`src/rtl/pipe_ctrl.sv`:
```
// pipe_ctrl - central pipeline sequencing controller for the five-stage core.
//
// Collects stall requests from IF, ID, EX (multi-cycle MUL/DIV) and MEM, plus
// the MEM-stage redirect/trap flush. It then drives the per-register hold
// vector and kill vector for PC, IF/ID, ID/EX, EX/MEM and MEM/WB.
//
// Bit mapping for stall_ctrl / bubble_ctrl:
//   bit0 PC, bit1 IF/ID, bit2 ID/EX, bit3 EX/MEM, bit4 MEM/WB
//
// Parameters:
//   MDU_LAT        total EX occupancy of one MUL/DIV op in cycles (2..255)
//
// Ports:
//   clk            clock, rising edge
//   rst            synchronous active-high reset
//   if_req_stall   fetch data not ready (level)
//   id_req_stall   load-use hazard in ID (level)
//   ex_mdu_start   one-cycle pulse, MUL/DIV op entered EX
//   mem_req_stall  data memory access outstanding (level)
//   flush_req      one-cycle pulse, MEM-stage redirect or trap
//   stall_ctrl     hold vector, 1 = register keeps its value
//   bubble_ctrl    kill vector, 1 = register loads NOP/zero
//   flush_ctrl     PC takes the redirect target this cycle
//   mdu_busy       MDU latency counter is nonzero
//
// Optional feature (macro YSYX22040228_PIPE_PERF_EN):
//   perf_stall_cyc [63:0]  cycles with the PC held
//   perf_flush_cnt [31:0]  number of flushes performed

module pipe_ctrl #(
    parameter int unsigned MDU_LAT = 33
) (
    input  logic       clk,
    input  logic       rst,
    input  logic       if_req_stall,
    input  logic       id_req_stall,
    input  logic       ex_mdu_start,
    input  logic       mem_req_stall,
    input  logic       flush_req,
    output logic [4:0] stall_ctrl,
    output logic [4:0] bubble_ctrl,
    output logic       flush_ctrl,
    output logic       mdu_busy
`ifdef YSYX22040228_PIPE_PERF_EN
    ,
    output logic [63:0] perf_stall_cyc,
    output logic [31:0] perf_flush_cnt
`endif
);

    typedef enum logic {
        RUN  = 1'b0,
        PEND = 1'b1
    } state_t;

    localparam logic [7:0] MDU_RELOAD = 8'(MDU_LAT - 1);

    state_t     state_q, state_d;
    logic [7:0] cnt_q, cnt_d;
    logic       flush_now;
    logic       ex_stall;

    // A flush is performed either immediately (RUN, memory idle) or as the
    // deferred flush leaving PEND once memory goes idle. A flush_req seen in
    // PEND needs no extra handling: it merges into the one already pending.
    always_comb begin
        flush_now = 1'b0;
        if (state_q == RUN) begin
            flush_now = flush_req && !mem_req_stall;
        end else begin
            flush_now = !mem_req_stall;
        end
    end

    // The start pulse itself already stalls EX, before the counter is loaded.
    assign ex_stall = ex_mdu_start || (cnt_q != 8'd0);
    assign mdu_busy = (cnt_q != 8'd0);

    // Output priority: a performed flush beats everything (MEM is idle in
    // that cycle by construction), then the deepest stalled stage wins.
    always_comb begin
        stall_ctrl  = 5'b00000;
        bubble_ctrl = 5'b00000;
        flush_ctrl  = 1'b0;
        if (flush_now) begin
            flush_ctrl  = 1'b1;
            bubble_ctrl = 5'b01110;
        end else if (mem_req_stall) begin
            stall_ctrl  = 5'b01111;
            bubble_ctrl = 5'b10000;
        end else if (ex_stall) begin
            stall_ctrl  = 5'b00111;
            bubble_ctrl = 5'b01000;
        end else if (id_req_stall) begin
            stall_ctrl  = 5'b00011;
            bubble_ctrl = 5'b00100;
        end else if (if_req_stall) begin
            stall_ctrl  = 5'b00001;
            bubble_ctrl = 5'b00010;
        end
    end

    // Next-state for the flush FSM and the MDU counter. The counter keeps
    // draining during a MEM stall; a flush clears it and swallows any
    // coincident start pulse since the op being started is being killed.
    always_comb begin
        state_d = state_q;
        cnt_d   = cnt_q;
        case (state_q)
            RUN:     if (flush_req && mem_req_stall) state_d = PEND;
            PEND:    if (!mem_req_stall) state_d = RUN;
            default: state_d = RUN;
        endcase
        if (flush_now) begin
            cnt_d = 8'd0;
        end else if (ex_mdu_start) begin
            cnt_d = MDU_RELOAD;
        end else if (cnt_q != 8'd0) begin
            cnt_d = cnt_q - 8'd1;
        end
    end

    always_ff @(posedge clk) begin
        if (rst) begin
            state_q <= RUN;
            cnt_q   <= 8'd0;
        end else begin
            state_q <= state_d;
            cnt_q   <= cnt_d;
        end
    end

`ifdef YSYX22040228_PIPE_PERF_EN
    // Free-running event counters; they wrap silently.
    always_ff @(posedge clk) begin
        if (rst) begin
            perf_stall_cyc <= 64'd0;
            perf_flush_cnt <= 32'd0;
        end else begin
            if (stall_ctrl[0]) perf_stall_cyc <= perf_stall_cyc + 64'd1;
            if (flush_now)     perf_flush_cnt <= perf_flush_cnt + 32'd1;
        end
    end
`endif

endmodule
```
`config.mk`:
```
export PLATFORM = sky130hd
export DESIGN_NAME = pipe_ctrl
export DESIGN_NICKNAME = d
export VERILOG_FILES = /design/src/rtl/pipe_ctrl.sv
export SDC_FILE = /design/constraint.sdc
export NUM_CORES = 1
export LEC_CHECK = 0
export BUFFER_PORTS_ARGS = -buffer_cell sky130_fd_sc_hd__buf_2
export CAP_MARGIN = 20
export CORE_AREA = 2 2 39 41
export DETAILED_ROUTE_END_ITERATION = 10
export DIE_AREA = 0 0 41 43
export PLACE_DENSITY = 0.68
export SYNTH_ARGS = -nofsm -noshare
export SYNTH_HDL_FRONTEND = slang
export SYNTH_SLANG_ARGS = --single-unit
```
`constraint.sdc`:
```
create_clock -name clk -period 3.2 [get_ports clk]
set_input_delay 0.48 -clock clk [delete_from_list [all_inputs] [get_ports clk]]
set_output_delay 0.48 -clock clk [all_outputs]
set_load 0.005 [all_outputs]
```
### Word-level counts from Yosys, hierarchy flattened

Index checks and enable logic that the tools add are counted.

| operators by class | value |
|---|---|
| $add $sub $neg | 1 |
| mux-type cells | 17 |
| bitwise logic cells | 1 |
| reduce and logical (&&, ||, !) cells | 8 |

Operators by type and width:

| operator | number |
|---|---|
| $mux W4 | 3 |
| $mux W6 | 2 |
| $mux W5 | 2 |
| $reduce_bool A8 Y1 | 1 |
| $sub A8 B1 Y8 const B | 1 |
| $mux W3 | 2 |
| $mux W1 | 5 |
| $mux W2 | 2 |
| $reduce_or A3 Y1 | 1 |
| $logic_and A1 B1 Y1 | 2 |
| $pmux W1 S2 | 1 |
| $reduce_bool A2 Y1 | 1 |
| $reduce_or A2 Y1 | 1 |
| $logic_not A1 Y1 | 1 |
| $logic_or A1 B1 Y1 | 1 |
| $not A1 Y1 | 1 |

| word-level totals | value |
|---|---|
| bits in registers | 9 |
| input bits | 7 |
| output and inout port bits | 12 |
| word-level logic and storage cells | 30 |

### Longest topological paths before layout

Gate-level depths: netlist of run 1.

| depth | value |
|---|---|
| depth in word-level cells | 5 |
| depth in mapped cells | 6 |
| gate-level depth less buffers | 6 |

### Worst setup path after synthesis of run 1

OpenSTA, ideal clock, no wires.

| timing | value |
|---|---|
| kind | flip-flop to output port |
| start | reg cnt_q[0] |
| end | out bubble_ctrl[1] |
| arrival time | 1.537 ns |
| required time | 2.720 ns |
| slack | 1.183 ns |
| stages on the path, launching flop included | 6 |
| buffers on the path | 0 |
| path through | dfxtp_1 inv_1 ha_1 or3b_2 nor3_2 a31o_2 |

| between the ends | value |
|---|---|
| longest elaborated chain between the ends | 5 |

RTL lines:

| what | line | RTL |
|---|---|---|
| start: declaration | 59 | `logic [7:0] cnt_q, cnt_d;` |
| start signal: assignment | 129 | `cnt_q <= cnt_d;` |
| $reduce_bool A8 Y1 | 76 | `assign ex_stall = ex_mdu_start \|\| (cnt_q != 8'd0);` |
| $logic_or A1 B1 Y1 | 76 |  |
| $mux W4 | 91 | `end else if (ex_stall) begin` |
| $mux W5 | 88 | `end else if (mem_req_stall) begin` |
| $mux W5 | 85 | `if (flush_now) begin` |
| end: declaration | 41 | `output logic [4:0] bubble_ctrl,` |

Every way passes these cells.

### Final worst setup path of run 1

Ends and elaborated chain as after synthesis.

==> results of run 1 <==
cell usage in the layout (no fill, tap or decap), drive strengths merged, types with 3 or more instances in the layout:
master  count
a21oi       7
buf        16
clkbuf      4
dfxtp       9
inv         5
nor2        5
nor3       10
o31ai       3
xnor2       3
cell families (layout without fill, tap and decap cells):
group / Yosys count / after routing / share of synthesized area, %
AOI/OAI and AO/OA: 16 / 16 / 19.3
xor gates and xnor gates: 3 / 3 / 4.77
adders and majority gates: 2 / 2 / 4.54
buffers and inverters: 12 / 25 / 10.5
DFF: 9 / 9 / 32.7
other: 1 / 2 / 0.681
and+or+nand+nor: 26 / 26 / 27.5
metrics by stage:
| step | utilization [%] | power (uW) | cells |
|---|---|---|---|
| floorplan | - | 242 | 70 |
| global placement | 44.5 | 274 | 95 |
| detailed placement | 44.5 | 273 | 95 |
| CTS | 46.4 | 366 | 99 |
| global route | 46.4 | 388 | 99 |
| finish | 46.4 | 363 | 99 |
layer usage:
metal	global-route usage, %	up-vias	routed length, um
li1	-	268	-
met1	17.4	230	506
met2	19.4	20	455
met3	3.14	5	95
met4	12.0	0	44
met5	0	-	0
flip-flops by register name, indices dropped and copies added, names as in the netlist:
name and flops:
cnt_q 8, state_q 1
worst register-to-register path, cell delays in order, from the launching register on:
cell and delay (ps):
dfxtp_1 340, inv_1 110, ha_1 200, or3b_2 520, nor2_1 270, inv_2 60, a211oi_1 230
final timing paths:
path | endpoint | slack (ps) | cells after the start
min reg2reg | cnt_q[5]$_SDFFE_PP0P_ | 520 | 2
max | bubble_ctrl[1] | 680 | 6
min | cnt_q[5]$_SDFFE_PP0P_ | 380 | 2
max reg2reg | cnt_q[1]$_SDFFE_PP0P_ | 1400 | 6
final cells by class:
cell class | instances | area share, %
Inverter | 5 | 2.92
Clock buffer | 4 | 4.09
Tap cell | 16 | 3.12
Multi-Input combinational cell | 49 | 49.3
Timing Repair Buffer | 16 | 12.5
Sequential cell | 9 | 28.1
report_power, final:
part,leakage (uW),switching [uW],internal (uW)
logic,0.000190,72.6,62.0
clock network,0.0000150,45.5,48.4
registers,0.0000735,12.1,123
total,0.000278,130,233
==> results.json, run 1 <==
{
  "clock-root-buffer": "clkbuf_4",
  "ys_types": 28,
  "ys.warnings.count": 0,
  "synth_area_leaders": "dfxtp_1 33%, nor3_1 8.2%, a21oi_1 6.4%",
  "finClkSkew_ps": 2.07,
  "post-route-period-util_pct": 78.9,
  "ir_drop_v": 0.000260,
  "fmax_mhz": 396,
  "crit_fanout": 6,
  "fillers": 141,
  "timing.rr.start": "cnt_q[0]$_SDFFE_PP0P_",
  "ys_seq_elements": 9,
  "cts_tree": "yes",
  "wl_per_cell_um": 11.1,
  "ys_seq_area_share_pct": 32.7,
  "drtIter0Drc": 6,
  "synth_top_area_share_pct": 32.7,
  "syn_to_final_growth_pct": 16.6,
  "path_cells": "inv_1 > ha_1 > or3b_2 > nor3_2 > a31o_2 > buf_2",
  "hold_buffers": 0,
  "io_pins": 19,
  "critical_path_buf_inv_count": 2,
  "avgSynthCellArea_sq_um": 7.98,
  "start_util_pct": 39.8,
  "drc": 0,
  "min_path_type": "input pin to register",
  "maxCapViolCount": 0,
  "cp-start-kind": "register",
  "fin_setup_tns_ps": 0,
  "firstDrtPassIters": 4,
  "max_stage_delay_ps": 520,
  "drive_gt1_share_pct": 31.3,
  "antennaDiodeCount": 0,
  "rows": 14,
  "cts_resized": 0,
  "netlist_area_sq_um": 551,
  "final_cell_area_sq_um": 642,
  "grt-ovfl-total": 0,
  "grt_max_degree": 8,
  "ant_nets": 0,
  "grt_usage_pct": 14.0,
  "clk_latency_ps": 270,
  "hp-start": "rst",
  "maxSlewHeadroom_pct": 66.5,
  "path_delay_family": "simple AND/OR/NAND/NOR gates",
  "synthFlopType": "dfxtp_1",
  "finalSetupViolations": 0,
  "drt_wl_total_mm": 1.10,
  "cts_buffer_depth": 2,
  "synth_edf_count": 0,
  "fin_ws_ps": 676,
  "vias": 523,
  "io_buffers": 16,
  "power_per_cell_area_nw_per_um2": 566,
  "cp.required_ps": 2720,
  "die_w_um": 41,
  "synth_top_cell_by_area": "dfxtp_1",
  "slew_viol_final": 0,
  "tightestPinTransition_ps": 498,
  "vias_per_cell": 5.28,
  "clk_pin_slew_worst_paths_ps": 60,
  "post_cts_buffers": 0,
  "clock_sinks": 9,
  "rsz0062_at_grt": "false",
  "grt_pass1_vias": 408,
  "placed_area_sq_um": 616,
  "cp-end-kind": "output port",
  "grt_pass1_wl_mm": 1.65,
  "coreArea_sq_um": 1380,
  "slowest_stage": "or3b_2",
  "dp_hpwl_um": 834,
  "status": "completed",
  "antenna_found_initial": 0,
  "cts_inserted_buffers": 3,
  "die-area_sq_um": 1760,
  "nNetsFinal": 93,
  "register_area_sq_um": 180,
  "arrival_ps": 2040,
  "ys_top_cells_by_count": "9 x dfxtp_1, 9 x nor3_1, 7 x a21oi_1",
  "die_height_um": 43,
  "dp_slack_ps": 977,
  "async_reset_ff_share_pct": 0,
  "multiInputGateArea_sq_um": 317,
  "htreeDepth": 1,
  "hold_viol": 0,
  "crit_type": "register to output port",
  "hold_slack_ps": 384,
  "p_leak_uw": 0.000278,
  "syn_inst": 69,
  "finalCriticalPeriod_ps": 2520,
  "cp-startpoint": "cnt_q[0]$_SDFFE_PP0P_",
  "gp_congestion": 0.814
}
Note: power is estimated with default switching activity, not from simulation.
==> run 2, diff against run 1 <==
==> config.mk (replaced) <==
export PLATFORM = sky130hd
export DESIGN_NAME = pipe_ctrl
export DESIGN_NICKNAME = d
export VERILOG_FILES = /design/src/rtl/pipe_ctrl.sv
export SDC_FILE = /design/constraint.sdc
export NUM_CORES = 1
export LEC_CHECK = 0
export ABC_AREA = 1
export BUFFER_PORTS_ARGS = -buffer_cell sky130_fd_sc_hd__buf_2
export CAP_MARGIN = 20
export CORE_UTILIZATION = 42
export DETAILED_ROUTE_END_ITERATION = 10
export PLACE_DENSITY = 0.71
export SYNTH_ARGS = -nofsm -noshare
export SYNTH_HDL_FRONTEND = slang
export SYNTH_SLANG_ARGS = --single-unit
==> constraint.sdc (replaced) <==
create_clock -name clk -period 2.28 [get_ports clk]
set_input_delay 0.342 -clock clk [delete_from_list [all_inputs] [get_ports clk]]
set_output_delay 0.342 -clock clk [all_outputs]
set_load 0.005 [all_outputs]
==> results.json, run 2 <==
{
  "cp-startpoint": "cnt_q[0]$_SDFFE_PP0P_",
  "fmax_mhz": 501,
  "fillers": 140,
  "ys_types": 22,
  "die_height_um": 39.2,
  "cp.required_ps": 1940,
  "die_w_um": 39.2,
  "ys_seq_area_share_pct": 31.0,
  "status": "completed",
  "clock_sinks": 9,
  "clk_pin_slew_worst_paths_ps": 60,
  "antennaDiodeCount": 0,
  "rows": 13,
  "final_util_pct": 52.1,
  "finalCriticalPeriod_ps": 2000,
  "cp-end-kind": "output port",
  "post_cts_buffers": 0,
  "cts_buffer_depth": 2,
  "synth_top_cell_by_area": "dfxtp_1",
  "hold_buffers": 0,
  "synth_top_area_share_pct": 31.0,
  "grt_usage_pct": 16.4,
  "synth_edf_count": 0,
  "regMostFlops": "cnt_q",
  "crit_fanout": 6,
  "antenna_found_initial": 0,
  "p_leak_uw": 0.000378,
  "synthFlopType": "dfxtp_1",
  "grt-ovfl-total": 0,
  "cts_tree": "yes",
  "cp-start-kind": "register",
  "r2r_setup_slack_ps": 980,
  "cts_inserted_buffers": 3,
  "crit_type": "register to output port",
  "grt_pass1_wl_mm": 1.66,
  "firstDrtPassIters": 4,
  "largest_reg_flops": 8,
  "wl_per_cell_um": 9.15,
  "synthMostInstantiatedCell": "nand2_1",
  "htreeDepth": 1,
  "drtIter0Drc": 27,
  "clock-root-buffer": "clkbuf_4",
  "ir_drop_v": 0.000291,
  "maxCapViolCount": 0,
  "vias_per_cell": 4.70,
  "dp_hpwl_um": 839,
  "drc": 0,
  "netlist_area_sq_um": 581,
  "placed_area_sq_um": 652,
  "async_reset_ff_share_pct": 0,
  "synth_area_leaders": "dfxtp_1 31%, nand2_1 10%, nor2_1 9.1%",
  "finalSetupViolations": 0,
  "die-area_sq_um": 1540,
  "arrival_ps": 1650,
  "io_buffers": 16,
  "rr_worst_depth": 6,
  "hold_viol": 0,
  "nNetsFinal": 112,
  "rsz0062_at_grt": "false",
  "slew_viol_final": 0,
  "gp_congestion": 0.723,
  "finClkSkew_ps": 2.35,
  "timing.rr.start": "cnt_q[0]$_SDFFE_PP0P_",
  "syn_inst": 85,
  "crit_path_end": "bubble_ctrl[1]",
  "post-route-period-util_pct": 87.6,
  "ys_top_cells_by_count": "16 x nand2_1, 14 x nor2_1, 13 x inv_1",
  "vias": 550,
  "grt_pass1_vias": 423,
  "ys_seq_elements": 9,
  "power_per_cell_area_nw_per_um2": 894,
  "final_cell_mix": "16 x nand2_1, 16 x buf_2, 14 x nor2_1",
  "io_pins": 19,
  "rr_endpoint": "cnt_q[7]$_SDFFE_PP0P_",
  "hp-start": "rst",
  "coreArea_sq_um": 1300,
  "clk_latency_ps": 270,
  "drt_wl_total_mm": 1.07,
  "grt_max_degree": 8,
  "start_util_pct": 44.6,
  "drive_gt1_share_pct": 26.5,
  "top_regs": "cnt_q (8), state_q (1)",
  "ant_nets": 0,
  "cts_resized": 0,
  "syn_to_final_growth_pct": 16.8,
  "fin_setup_tns_ps": 0,
  "final_cell_area_sq_um": 678,
  "min_path_type": "input pin to register",
  "ys.warnings.count": 0,
  "avgSynthCellArea_sq_um": 6.83
}
## run 2: layout make-up
| class | count | area (sq um) | share of cell area [%] |
|---|---|---|---|
| clock buffer | 4 | 26.3 | 3.87 |
| multi-input combinational | 59 | 320 | 47.2 |
| inverter | 14 | 52.6 | 7.75 |
| tap | 15 | 18.8 | 2.77 |
| sequential | 9 | 180 | 26.6 |
| timing repair buffer | 16 | 80.1 | 11.8 |
## run 2: per-layer routing
layer | up-vias | track usage, % | part of all wire [%]
met5 | - | 0 | 0
met4 | 0 | 10.3 | 3.7
met3 | 7 | 5.20 | 5.0
met2 | 21 | 25.8 | 42
met1 | 233 | 18.8 | 49
li1 | 289 | - | -
## run 2: logic make-up (layout without fill, tap and decap cells)
group | Yosys count | in the layout | share of synthesized area [%]
AOI/OAI and AO/OA | 8 | 8 | 9.48
xor gates and xnor gates | 4 | 4 | 6.04
adders and majority gates | 2 | 2 | 4.31
buffers and inverters | 18 | 34 | 14.4
DFF | 9 | 9 | 31.0
other | 1 | 2 | 0.646
and+or+nand+nor | 43 | 43 | 34.1
## run 2: how the worst min path moves through the flow
| stage | endpoint | slack [ps] | cells after the start |
|---|---|---|---|
| 2_1_floorplan | state_q$_SDFF_PP0_ | 420 | 1 |
| 3_3_place_gp | cnt_q[0]$_SDFFE_PP0P_ | 450 | 2 |
| 3_5_place_dp | cnt_q[0]$_SDFFE_PP0P_ | 460 | 2 |
| 4_1_cts | state_q$_SDFF_PP0_ | 240 | 2 |
| 5_1_grt | state_q$_SDFF_PP0_ | 240 | 2 |
| 6_report | state_q$_SDFF_PP0_ | 240 | 2 |
## run 2: worst max-delay path, stage by stage, from the launching register on
cell and delay (ps):
dfxtp_1 310, inv_1 140, ha_1 170, nand3_1 140, nor2_4 190, nand2_1 90
inv_1 100, nand3_1 70, nand2_1 60, buf_2 100
## run 2: power by group
part           leakage (uW)  total, uW  switching, uW  internal [uW]
combinational      0.000289        283            172            110
clock             0.0000150        127           59.4           67.7
sequential        0.0000736        197           17.0            180
## run 2: metrics by stage
| stage | setup WS, ps | total power [uW] | cells | hold slack, ps |
|---|---|---|---|---|
| floorplan | 804 | 417 | 86 | 419 |
| global placement | 632 | 477 | 113 | 452 |
| detailed placement | 592 | 482 | 113 | 463 |
| CTS | 289 | 610 | 117 | 243 |
| global route | 109 | 660 | 117 | 237 |
| finish | 284 | 607 | 117 | 244 |
